`src/rtl/alu_commit_stage.sv`:
```
// In-order commit stage for ALU results: small FIFO, architectural NZCV register,
// per-entry condition evaluation and a valid/ready register-file write port.
module alu_commit_stage #(
  parameter int DEPTH = 2,
  parameter int W     = 32
) (
  input  logic         clk,
  input  logic         rst,
  input  logic         in_valid,
  output logic         in_ready,
  input  logic [W-1:0] in_y,
  input  logic [3:0]   in_nzcv,
  input  logic [4:0]   in_rd,
  input  logic         in_we,
  input  logic         in_setf,
  input  logic [3:0]   in_cond,
  output logic         wb_valid,
  input  logic         wb_ready,
  output logic [4:0]   wb_rd,
  output logic [W-1:0] wb_data,
  output logic [3:0]   flags,
  output logic         busy
);

  localparam int AW = (DEPTH > 1) ? $clog2(DEPTH) : 1;
  localparam int CW = AW + 1;

  typedef struct packed {
    logic [W-1:0] y;
    logic [3:0]   nzcv;
    logic [4:0]   rd;
    logic         we;
    logic         setf;
    logic [3:0]   cond;
  } entry_t;

  entry_t         mem_q [DEPTH];
  logic [AW-1:0]  wr_ptr_q, wr_ptr_d;
  logic [AW-1:0]  rd_ptr_q, rd_ptr_d;
  logic [CW-1:0]  count_q, count_d;
  logic [3:0]     flags_q, flags_d;

  entry_t         in_entry;
  entry_t         head;
  logic           push;
  logic           pop;
  logic           pass;

  // Flags arrive as {N,Z,C,V}; codes follow the usual ARM-style condition table.
  function automatic logic cond_eval(input logic [3:0] cond, input logic [3:0] f);
    logic n, z, c, v;
    n = f[3];
    z = f[2];
    c = f[1];
    v = f[0];
    case (cond)
      4'd0:    cond_eval = z;
      4'd1:    cond_eval = !z;
      4'd2:    cond_eval = c;
      4'd3:    cond_eval = !c;
      4'd4:    cond_eval = n;
      4'd5:    cond_eval = !n;
      4'd6:    cond_eval = v;
      4'd7:    cond_eval = !v;
      4'd8:    cond_eval = c && !z;
      4'd9:    cond_eval = !c || z;
      4'd10:   cond_eval = (n == v);
      4'd11:   cond_eval = (n != v);
      4'd12:   cond_eval = !z && (n == v);
      4'd13:   cond_eval = z || (n != v);
      4'd14:   cond_eval = 1'b1;
      default: cond_eval = 1'b0;
    endcase
  endfunction

  assign in_entry = '{y: in_y, nzcv: in_nzcv, rd: in_rd, we: in_we, setf: in_setf, cond: in_cond};
  assign head     = mem_q[rd_ptr_q];

  always_comb begin
    in_ready = (count_q < CW'(DEPTH));
    busy     = (count_q != '0);
    push     = in_valid && in_ready;
    pass     = cond_eval(head.cond, flags_q);
    wb_valid = busy && pass && head.we;
    wb_rd    = wb_valid ? head.rd : 5'd0;
    wb_data  = wb_valid ? head.y : '0;
    // Dropped and non-writing entries never wait on the register file.
    pop      = busy && (!pass || !head.we || wb_ready);
    flags    = flags_q;
  end

  always_comb begin
    wr_ptr_d = wr_ptr_q;
    rd_ptr_d = rd_ptr_q;
    count_d  = count_q;
    flags_d  = flags_q;
    if (push) wr_ptr_d = wr_ptr_q + AW'(1);
    if (pop)  rd_ptr_d = rd_ptr_q + AW'(1);
    case ({push, pop})
      2'b10:   count_d = count_q + CW'(1);
      2'b01:   count_d = count_q - CW'(1);
      default: count_d = count_q;
    endcase
    if (pop && pass && head.setf) flags_d = head.nzcv;
  end

  always_ff @(posedge clk or posedge rst) begin
    if (rst) begin
      wr_ptr_q <= '0;
      rd_ptr_q <= '0;
      count_q  <= '0;
      flags_q  <= 4'b0000;
    end else begin
      wr_ptr_q <= wr_ptr_d;
      rd_ptr_q <= rd_ptr_d;
      count_q  <= count_d;
      flags_q  <= flags_d;
    end
  end

  // Payload storage needs no reset: only slots covered by count are ever observed.
  always_ff @(posedge clk) begin
    if (push) mem_q[wr_ptr_q] <= in_entry;
  end

endmodule

```
`config.mk`:
```
export PLATFORM = sky130hd
export DESIGN_NAME = alu_commit_stage
export DESIGN_NICKNAME = d
export VERILOG_FILES = /design/src/rtl/alu_commit_stage.sv
export SDC_FILE = /design/constraint.sdc
export NUM_CORES = 1
export LEC_CHECK = 0
export BUFFER_PORTS_ARGS = -buffer_cell sky130_fd_sc_hd__buf_2
export CORE_AREA = 4 4 83 100
export CTS_BUF_LIST = sky130_fd_sc_hd__clkbuf_4 sky130_fd_sc_hd__clkbuf_8 sky130_fd_sc_hd__clkbuf_16
export DETAILED_ROUTE_END_ITERATION = 10
export DIE_AREA = 0 0 87 104
export PLACE_DENSITY = 0.88
export SLEW_MARGIN = 5
export SYNTH_ARGS = -nofsm -noshare
export SYNTH_HDL_FRONTEND = slang
export SYNTH_SLANG_ARGS = --single-unit
```
`constraint.sdc`:
```
create_clock -name clk -period 4.83 [get_ports clk]
set_clock_uncertainty 0.1 [all_clocks]
set_input_delay 1.2075 -clock clk [delete_from_list [all_inputs] [get_ports clk]]
set_output_delay 1.2075 -clock clk [all_outputs]
set_load 0.02 [all_outputs]
```
# Word-level counts from Yosys, hierarchy flattened
# Memories as Yosys holds them, arrays and structs flattened.
# Cells that the tools add are included.
# op_classes
n_addsub	4
magnitude_cmp	1
eq_ne	18
muxes	6
reduce_logical	21
# op_table
operator	n
$mux 32	1
$eq 4x4->1 const B	7
$eq 4x3->1 const B	4
$pmux 1 s15	1
$eq 4x2->1 const B	2
$logic_and 1x1->1	8
$logic_not 1->1	6
$mux 5	1
$eq 4x1->1 const B	1
$logic_not 4->1	1
$logic_or 1x1->1	4
$pmux 2 s2	1
$reduce_bool 2->1	2
$add 1x1->1 const B	2
$add 2x1->2 const B	1
$eq 2x1->1 const B	1
$eq 2x2->1 const B	1
$lt 2x2->1 const B	1
$mux 1	2
$sub 2x1->2 const B	1
$eq 1x1->1	1
$ne 1x1->1	1
# totals
ff_bits	8
mem_bits_rw	94
in_bits	51
n_memories	1
# memory_table
name	depth	width	read_ports	rd_clocked_by_memory_dff	write_ports	line	source
mem_q	2	47	1	0	1	37	entry_t mem_q [DEPTH];

# Longest topological paths before layout
# Gate-level depths: netlist of the first run.
# depth
ltp_word	9
ltp_mapped	12
depth_no_buf	9

# Worst setup path before layout of the first run
# OpenSTA, ideal clock, no wires.
# synth_path
path_kind	input port to flip-flop
from	input in_valid
to	memory mem_q[0][0] (netlist name) (enable)
setup_time_ps	452
arrival_time_ps	3283
t_required_ps	4278
path_slack_ps	996
cell_stages	2
cell_sequence	nand2_1 -> nor2_1
# synth_between
elab_chain_len	3
# synth_rtl
element	line	source
from (decl)	9	input logic in_valid,
$logic_and 1x1->1	82	push = in_valid && in_ready;
$mux 1	123	if (push) mem_q[wr_ptr_q] <= in_entry;
$mux 1 (not written as such)	123	
to (decl)	37	
# No other way between the ends.

# Final worst setup path of the first run
# layout_path
from	register rd_ptr_q
to	output wb_data[31]
# layout_between
elab_chain_len	6
# layout_rtl
element	line	source
from (decl)	39	logic [AW-1:0] rd_ptr_q, rd_ptr_d;
from (signal assigned)	115	rd_ptr_q <= rd_ptr_d;
$mem_v2 2x47 *	n/a	
$eq 4x4->1 (tied with other cells)	56	case (cond)
$pmux 1 s15	56	
$logic_and 1x1->1 (2 in a row)	84	wb_valid = busy && pass && head.we;
$mux 32 *	86	wb_data = wb_valid ? head.y : '0;
to (decl)	20	output logic [W-1:0] wb_data,
# Every way passes the cells marked *; elsewhere a longest branch is shown, timed or not.

==> results.md, run 1 <==
Global routing:
- The aggregate global routing overflow is 0.
- The total track usage is 0.168.
- The number of antenna violations at the first check in global routing was 0.
- The first global-routing pass estimated 11700 um of wire.
- The via count of the first global-routing pass came to 2456.
- The largest net degree at the start of global routing is 48.

Drt:
- The number of optimization iterations in the first detailed-route pass is 4.
- The total vias in the final route is 2331.
- The number of nets still failing antenna checks after routing is 0.
- The detailed-route wire length is 7200 um.
- After detailed routing, the number of remaining DRC violations is 0.
- The starting DRC count in detailed routing is 107.
- The via density per instance is approximately 5.2.
- The final routed wire length divided by cell count is 16.1 um.

Synthesis:
- Of the post-synthesis cell area, the dominant cell type holds 0.687.
- The share of synthesized cell area in and, or, nand and nor gates is 0.0649.
- In this run, distinct cell masters in the synthesized netlist total 34.
- The synthesized design spends more area on one cell type than any other, namely edfxtp_1.
- The prevailing post-synth register cell is edfxtp_1.
- The dominant combinational cell family by area after synthesis is multiplexers.
- Counting every instance in the synthesized netlist gives 254.
- The synthesized-area fraction occupied by ao, oa, aoi and oai cells is 0.0259.
- The netlist area before placement is roughly 4100 um^2.
- In this run the mean area of a mapped cell was between 15 and 20 um^2.
- Synthesis produced a netlist with a net count of 306.
- The number of register bits inferred by synthesis is 102.
- Of the post-synthesis cell area, the part taken by muxes is 0.129.
- Sorting the synthesized cells by area gives the leading types as edfxtp_1 69%, mux2i_1 11%, dfrtp_1 4.9%, nor2_1 4.0%, xnor2_1 1.3%.
- The async set-or-reset flop fraction in the synthesized netlist is 0.0784.
- Yosys mapped a number of flops with a built-in enable equal to 94.
- The sequential element share of the synthesized area is 0.736.
- The adder-cell share of the synthesized area is 0.00305.
- Yosys printed 0 warnings.
- The xor and xnor fraction of the mapped netlist area is 0.0171.

STA:
- Setup repair after global routing left no endpoint under its margin.
- The hold violation total from the final report is 0.
- The final sum of negative setup slack is 0 ns.
- The relative max-transition margin is 0.269.
- The final cycle utilization of the critical path is 0.891.
- The clock period minus worst slack is 4.30 ns.
- The transition time at the pin with the least slew margin is ~1.1 ns.
- The final setup violation count is 0.
- The number of pins with negative max-slew slack in the final report is 0.
- Timing would allow up to 232 MHz.

Setup path:
- At the worst endpoint, the arrival time is about 3.0 ns.
- The number of buffers and inverters on the critical path is 2.
- The family with the most delay on the worst path is simple AND/OR/NAND/NOR gates.
- The highest cell delay on the worst timing path is about 0.67 ns.
- The critical setup path kind is reg2out.
- The maximum fanout count along the critical path is 19.
- The type of element capturing the critical path is a primary output.
- Walking the worst path, the cells encountered are mux2_2, mux2_2, o41ai_1, or4_1, nand2_2, buf_4, nor2_1, buf_2.
- On the critical path, the stage with the largest delay is an instance of or4_1.
- The most repeated library cell on the critical path is mux2_2.
- The data required time at the worst endpoint is 3.52 ns.
- STA classifies the critical path startpoint as a register.

CTS:
- The clock network latency to the later pin of the worst-skew pair is 0.34 ns.
- Once the clock tree was built, the resizer swapped 0 gates to a different size.
- The CTS tree is built.
- CTS built an H-tree with a depth of 3.
- After clock tree synthesis, the clock-pin slew on the worst setup and hold paths is 0.10 ns.
- The post-CTS setup-driven buffer insertion count is 0.
- The clock tree buffer depth is 2.
- The root buffer selected by CTS is clkbuf_8.
- Clock tree synthesis inserted a total of 9 buffers.
- In this run, post-CTS hold repair placed 0 buffers.
- The tree built by TritonCTS fans out to around 100 sinks.

Placed design:
- Once detailed placement completed, the half-perimeter wirelength came to 5040 um.
- In this run the tool buffered the top-level ports with 94 buffer cells.
- Routability-driven placement finished with a final weighted congestion of roughly 0.8.
- Summing all placed instances gives a cell area of 4660 um^2.

Final layout:
- Summing all non-filler instances in the final layout gives an area of about 4800 um^2.
- The final-stage net count is 404.
- Of the cells placed in the final design, the portion with a size suffix greater than 1 is 0.345.
- The layout overhead on the synthesized area is 17.6%.
- The repair_antennas step left the layout with diodes totalling 0.
- Counting the fill cells in the layout gives 521.

Floorplan:
- Pin placement for this block handled 95 I/O pins.
- Measured along the x axis, the die boundary spans just under 90 um.
- Row generation in the floorplan step produced 34 rows.
- The placeable core region is 7270 um^2.
- The die covers 9050 um^2.
- The die height is 104 um.
- The starting density of the core is 0.564.

Run status:
- The run finished with clean final reports.

Pwr:
- The leakage power is 1.98 nW.
- Across the VDD grid, the largest voltage drop is 0.364 mV.
- Dividing total power by cell area gives a power density of 626 nW/um^2.

Job:
- Max-cap violations in this run came to 0.

Min path:
- The worst hold path belongs to the class reg2reg.
[cell usage after synthesis, drive strengths merged (2+ instances only)]
library cell and n:
edfxtp 94, xor2 2, buf 6, nand2 2, mux2i 47, nor4bb 2, clkbuf 5, nor2 44
nor3 3, xnor2 6, inv 6, dfrtp 8, a21oi 10, mux2 4
[report_power, final]
| group | internal (mW) | switching [mW] | leakage, nW |
|---|---|---|---|
| Clock | 0.197 | 0.277 | 0.0925 |
| Combinational | 0.470 | 0.800 | 0.936 |
| Sequential | 1.18 | 0.104 | 0.953 |
[worst paths after layout]
path | startpoint | endpoint | slack, ns | cells past startpoint
setup / recovery | rd_ptr_q | wb_data[31] | 0.53 | 8
hold / removal | count_q[0] | count_q[0] | 0.43 | 1
setup reg to reg | rd_ptr_q | count_q[1] | 1.83 | 8
hold reg to reg | count_q[0] | count_q[0] | 0.43 | 1
max in group asynchronous | rst | rd_ptr_q | 3.67 | 2
min in group asynchronous | rst | count_q[1] | 0.69 | 2
[layer usage]
| layer | vias to the layer above | share of wire | track usage |
|---|---|---|---|
| li1 | 1145 | - | - |
| met1 | 1114 | 0.39 | 0.195 |
| met2 | 62 | 0.55 | 0.288 |
| met3 | 10 | 0.049 | 0.0515 |
| met4 | 0 | 0.010 | 0.0590 |
| met5 | - | 0 | 0 |
[layout make-up]
cell class | count | area, um^2 | share of cell area
well taps | 90 | 113 | 0.0233
repair buffers | 98 | 500 | 0.104
clock inverters | 6 | 43.8 | 0.00907
multi-input cells | 135 | 996 | 0.206
inverters | 6 | 22.5 | 0.00466
flip-flops and latches | 102 | 3020 | 0.626
clock buffers | 10 | 131 | 0.0272
[cell usage in the layout, fill, tap and decap left out, types with 3 or more instances in the layout]
cell	instances
mux2_2	3
nor2_1	43
dfrtp_1	7
inv_6	3
clkbuf_8	9
mux2i_1	46
buf_2	94
nor3_1	3
buf_4	4
inv_1	6
a21oi_1	9
xnor2_1	6
edfxtp_1	94
[cell families (layout without fill, tap and decap cells)]
kind of cell             Yosys count  in the layout
adder cells (fa/ha/maj)            1              1
AO/OA/AOI/OAI                     16             16
buffers and inverters             17            120
multiplexers                      51             51
XOR/XNOR                           8              8
flip-flops                       102            102
AND/OR/NAND/NOR                   59             59
[flip-flops by register name, summed over array words and instances (netlist names)]
name	flops
mem_q	94
flags	4
count_q	2
rd_ptr_q	1
wr_ptr_q	1
[through the flow]
step | hold WS (ns) | worst slack, ns | power [mW] | utilization | instances
after floorplan | 0.360 | 0.996 | 2.25 | - | 254
after global placement | 0.401 | 0.969 | 2.54 | 0.640 | 431
after detailed placement | 0.417 | 0.890 | 2.58 | 0.640 | 431
after CTS | 0.435 | 0.496 | 3.05 | 0.664 | 447
after global routing | 0.456 | 0.321 | 3.21 | 0.664 | 447
final | 0.435 | 0.526 | 3.02 | 0.664 | 447
(Power assumes the default switching activity.)
==> run 2, diff against run 1 <==
clock period = 5 ns   (was 4.83 ns; I/O delays follow)
==> run 2 against run 1 <==
Non-clock buffer count down 1. Flip-flop and latch count unchanged. Sequential power fell by 3%. Count of clock-buffer cells in the layout is the same. Final cell count decreased by 0.45%. Final area up 0.91%. Critical path depth stayed put. Die area is the same. Global-route usage grew 0.061 points. Register-to-register slack better by 0.21 ns.
==> results.md, run 2 (synthesized netlist as in run 1, its figures left out) <==
Setup path:
- STA classifies the critical path startpoint as a register.
- The cell with the largest stage delay on the worst path is or4_1.
- The cell family contributing the most delay on the critical path is simple AND/OR/NAND/NOR gates.
- The signal arrival time at the worst endpoint is between 3 and 4 ns.
- Walking the worst path, the cells encountered are mux2_2, o2111ai_1, o41ai_1, or4_1, nand2_2, buf_12, nor2_1, buf_2.
- The critical setup path kind is reg2out.
- The maximum fanout count along the critical path is 20.
- The reg-to-reg critical path endpoint is count_q[1].
- The number of buffer and inverter instances along the worst setup path is 2.
- The number of cells on the worst reg-to-reg path is 8.
- The data required time at the worst endpoint is ~3.7 ns.
- The startpoint of the worst-slack reg-to-reg timing path is rd_ptr_q.
- For this run, the slowest stage of the critical path takes 0.66 ns.
- The worst setup path is captured at a primary output.
- The minimum setup slack among reg-to-reg paths is roughly 2.0 ns.

Min path:
- The start point of the worst min-delay path is mem_q[0][13].
- In this run the worst hold path is classified as reg2reg.
- The end point of the worst hold path is flags[2].
- The worst hold path was traced through 2 stages.

Final layout:
- The largest register by flop count is mem_q.
- The layout overhead on the synthesized area is 18.7%.
- The top cell types in the final layout, fill and taps aside, are 94 x buf_2, 94 x edfxtp_1, 46 x mux2i_1, 43 x nor2_1.
- The count of inserted antenna diode cells is 0.
- The fraction of layout instances using a drive strength above 1 is 0.344.
- The register with the most flip-flops in the layout has 94 of them.
- The final-stage net count is 403.

Global routing:
- The via count of the first global-routing pass is ~2.5k.
- The global-route wire length before repair is 11800 um.
- In the global route stage, overall resource usage came out at 0.168.
- The number of antenna violations at the first check in global routing is 0.
- For this run the aggregate overflow at the end of global routing stands at 0.
- The largest net degree at the start of global routing is 48.

CTS:
- The number of clock buffers added by TritonCTS is 9.
- The tree is rooted in a clkbuf_8.
- The level count of the clock H-tree is 3.
- The clock network latency to the later pin of the worst-skew pair is approximately 0.34 ns.
- The total of hold buffers inserted after clock tree synthesis is 0.
- After clock tree synthesis, the clock-pin slew on the worst setup and hold paths is 0.08 ns.
- Gates resized during post-CTS repair numbered 0.
- The CTS tree is built.
- After clock tree synthesis, the setup repair step added 0 buffers.
- The clock tree buffer depth is 2.
- The clock net sink count is 102.

Placed design:
- The total of buffers placed on input and output ports is 94.
- At the end of routability-driven placement, the weighted congestion stood at about 0.76.
- The setup slack after placement is 0.814 ns.
- The half-perimeter wire length of the detailed placement result is between 5000 and 6000 um.

STA:
- The transition time at the pin with the least slew margin is 1.10 ns.
- The worst-case setup margin in the final layout is 0.434 ns.
- The number of pins with negative max-slew slack in the final report came to 0.
- Setup repair after global routing left no endpoint under its margin.
- On the final layout, the worst hold slack is 0.454 ns.
- The hold violation total from the final report is 0.
- The clock period minus worst slack is 4.57 ns.
- Dividing the final minimum period by the clock period gives 0.913.
- In this run the tightest slew margin relative to its limit is 0.267.
- The final sum of negative setup slack is 0 ns.
- The highest attainable clock frequency is roughly 220 MHz.
- Setup violations remaining at the end of the flow were counted as 0.

Pwr:
- The power density over cell area is 619 nW/um^2.
- The largest voltage drop on the vdd net is between 0.3 and 0.4 mV.
- In this run the static leakage power is 2.00 nW.
- The design draws 3.02 mW.

Floorplan:
- The die area is a little over 9000 um^2.
- The placeable core region is 7270 um^2.
- The die is 104 um tall.
- The I/O pin count is 95.
- The starting density of the core is 0.564.
- The placement row count is 34.
- The width of the die is 87 um.

Drt:
- The post-detailed-route DRC marker count is 0.
- Using the TritonRoute via totals, the vias-per-cell ratio works out to 5.38.
- The routed layout has 2396 vias.
- In the final routed layout, each cell accounts on average for 16.3 um.
- In this run, the number of DRC markers left after iteration 0 of detailed routing was 94.
- The number of nets still failing antenna checks after routing is 0.
- The first detailed-routing pass took 4 iterations.
- Summed over all layers, the routed wires come to 7270 um.

Job:
- The max-cap check violation count is 0.

Run status:
- The run finished with clean final reports.
-- run 2: cell count changes in the layout (fill, tap and decap cells not counted) --
cell / before / now
buf_12: 0 / 1
buf_4: 4 / 2
bufinv_16: 0 / 2
clkinv_1: 1 / 0
inv_6: 3 / 1
-- run 2: how the worst max path moves through the flow --
stage,slack (ns),cells past startpoint,endpoint,startpoint
3_5_place_dp,0.81,8,wb_data[0],rd_ptr_q
3_3_place_gp,0.88,8,wb_data[20],rd_ptr_q
2_1_floorplan,1.12,2,mem_q[0][0],in_valid
4_1_cts,0.42,8,wb_data[0],rd_ptr_q
5_1_grt,0.24,8,wb_data[0],rd_ptr_q
6_report,0.43,8,wb_data[0],rd_ptr_q
-- run 2: per-stage QoR --
stage | utilization | cells | instance area [um^2]
floorplan | - | 254 | 4110
global placement | 0.641 | 430 | 4660
detailed placement | 0.641 | 430 | 4660
CTS | 0.670 | 445 | 4870
global route | 0.670 | 445 | 4870
finish | 0.670 | 445 | 4870
-- run 2: final cells by class --
type                    instances  area, um^2
flip-flops and latches        102        3020
well taps                      90         113
repair buffers                 97         505
multi-input cells             135         996
clock inverters                 5        82.6
clock buffers                  10         131
inverters                       6        22.5
fillers                       510        2400
-- run 2: routing by layer --
metal / global-route usage / up-vias / share of wire
met1: 0.189 / 1152 / 0.38
met2: 0.296 / 87 / 0.54
met3: 0.0499 / 10 / 0.069
met4: 0.0601 / 0 / 0.017
met5: 0 / - / 0
li1: - / 1147 / -
-- run 2: worst register-to-register path: stages, from the launching register on --
cell	delay, ns
dfrtp_2	0.63
mux2_2	0.44
o2111ai_1	0.20
o41ai_1	0.10
or4_1	0.66
a21oi_2	0.23
ha_1	0.28
nor2_1	0.14
xnor2_1	0.13
-- run 2: report_power, final --
part / leakage [nW] / total (mW) / switching (mW) / internal, mW
combinational: 0.938 / 1.24 / 0.777 / 0.461
clock: 0.110 / 0.540 / 0.254 / 0.287
sequential: 0.953 / 1.24 / 0.103 / 1.14
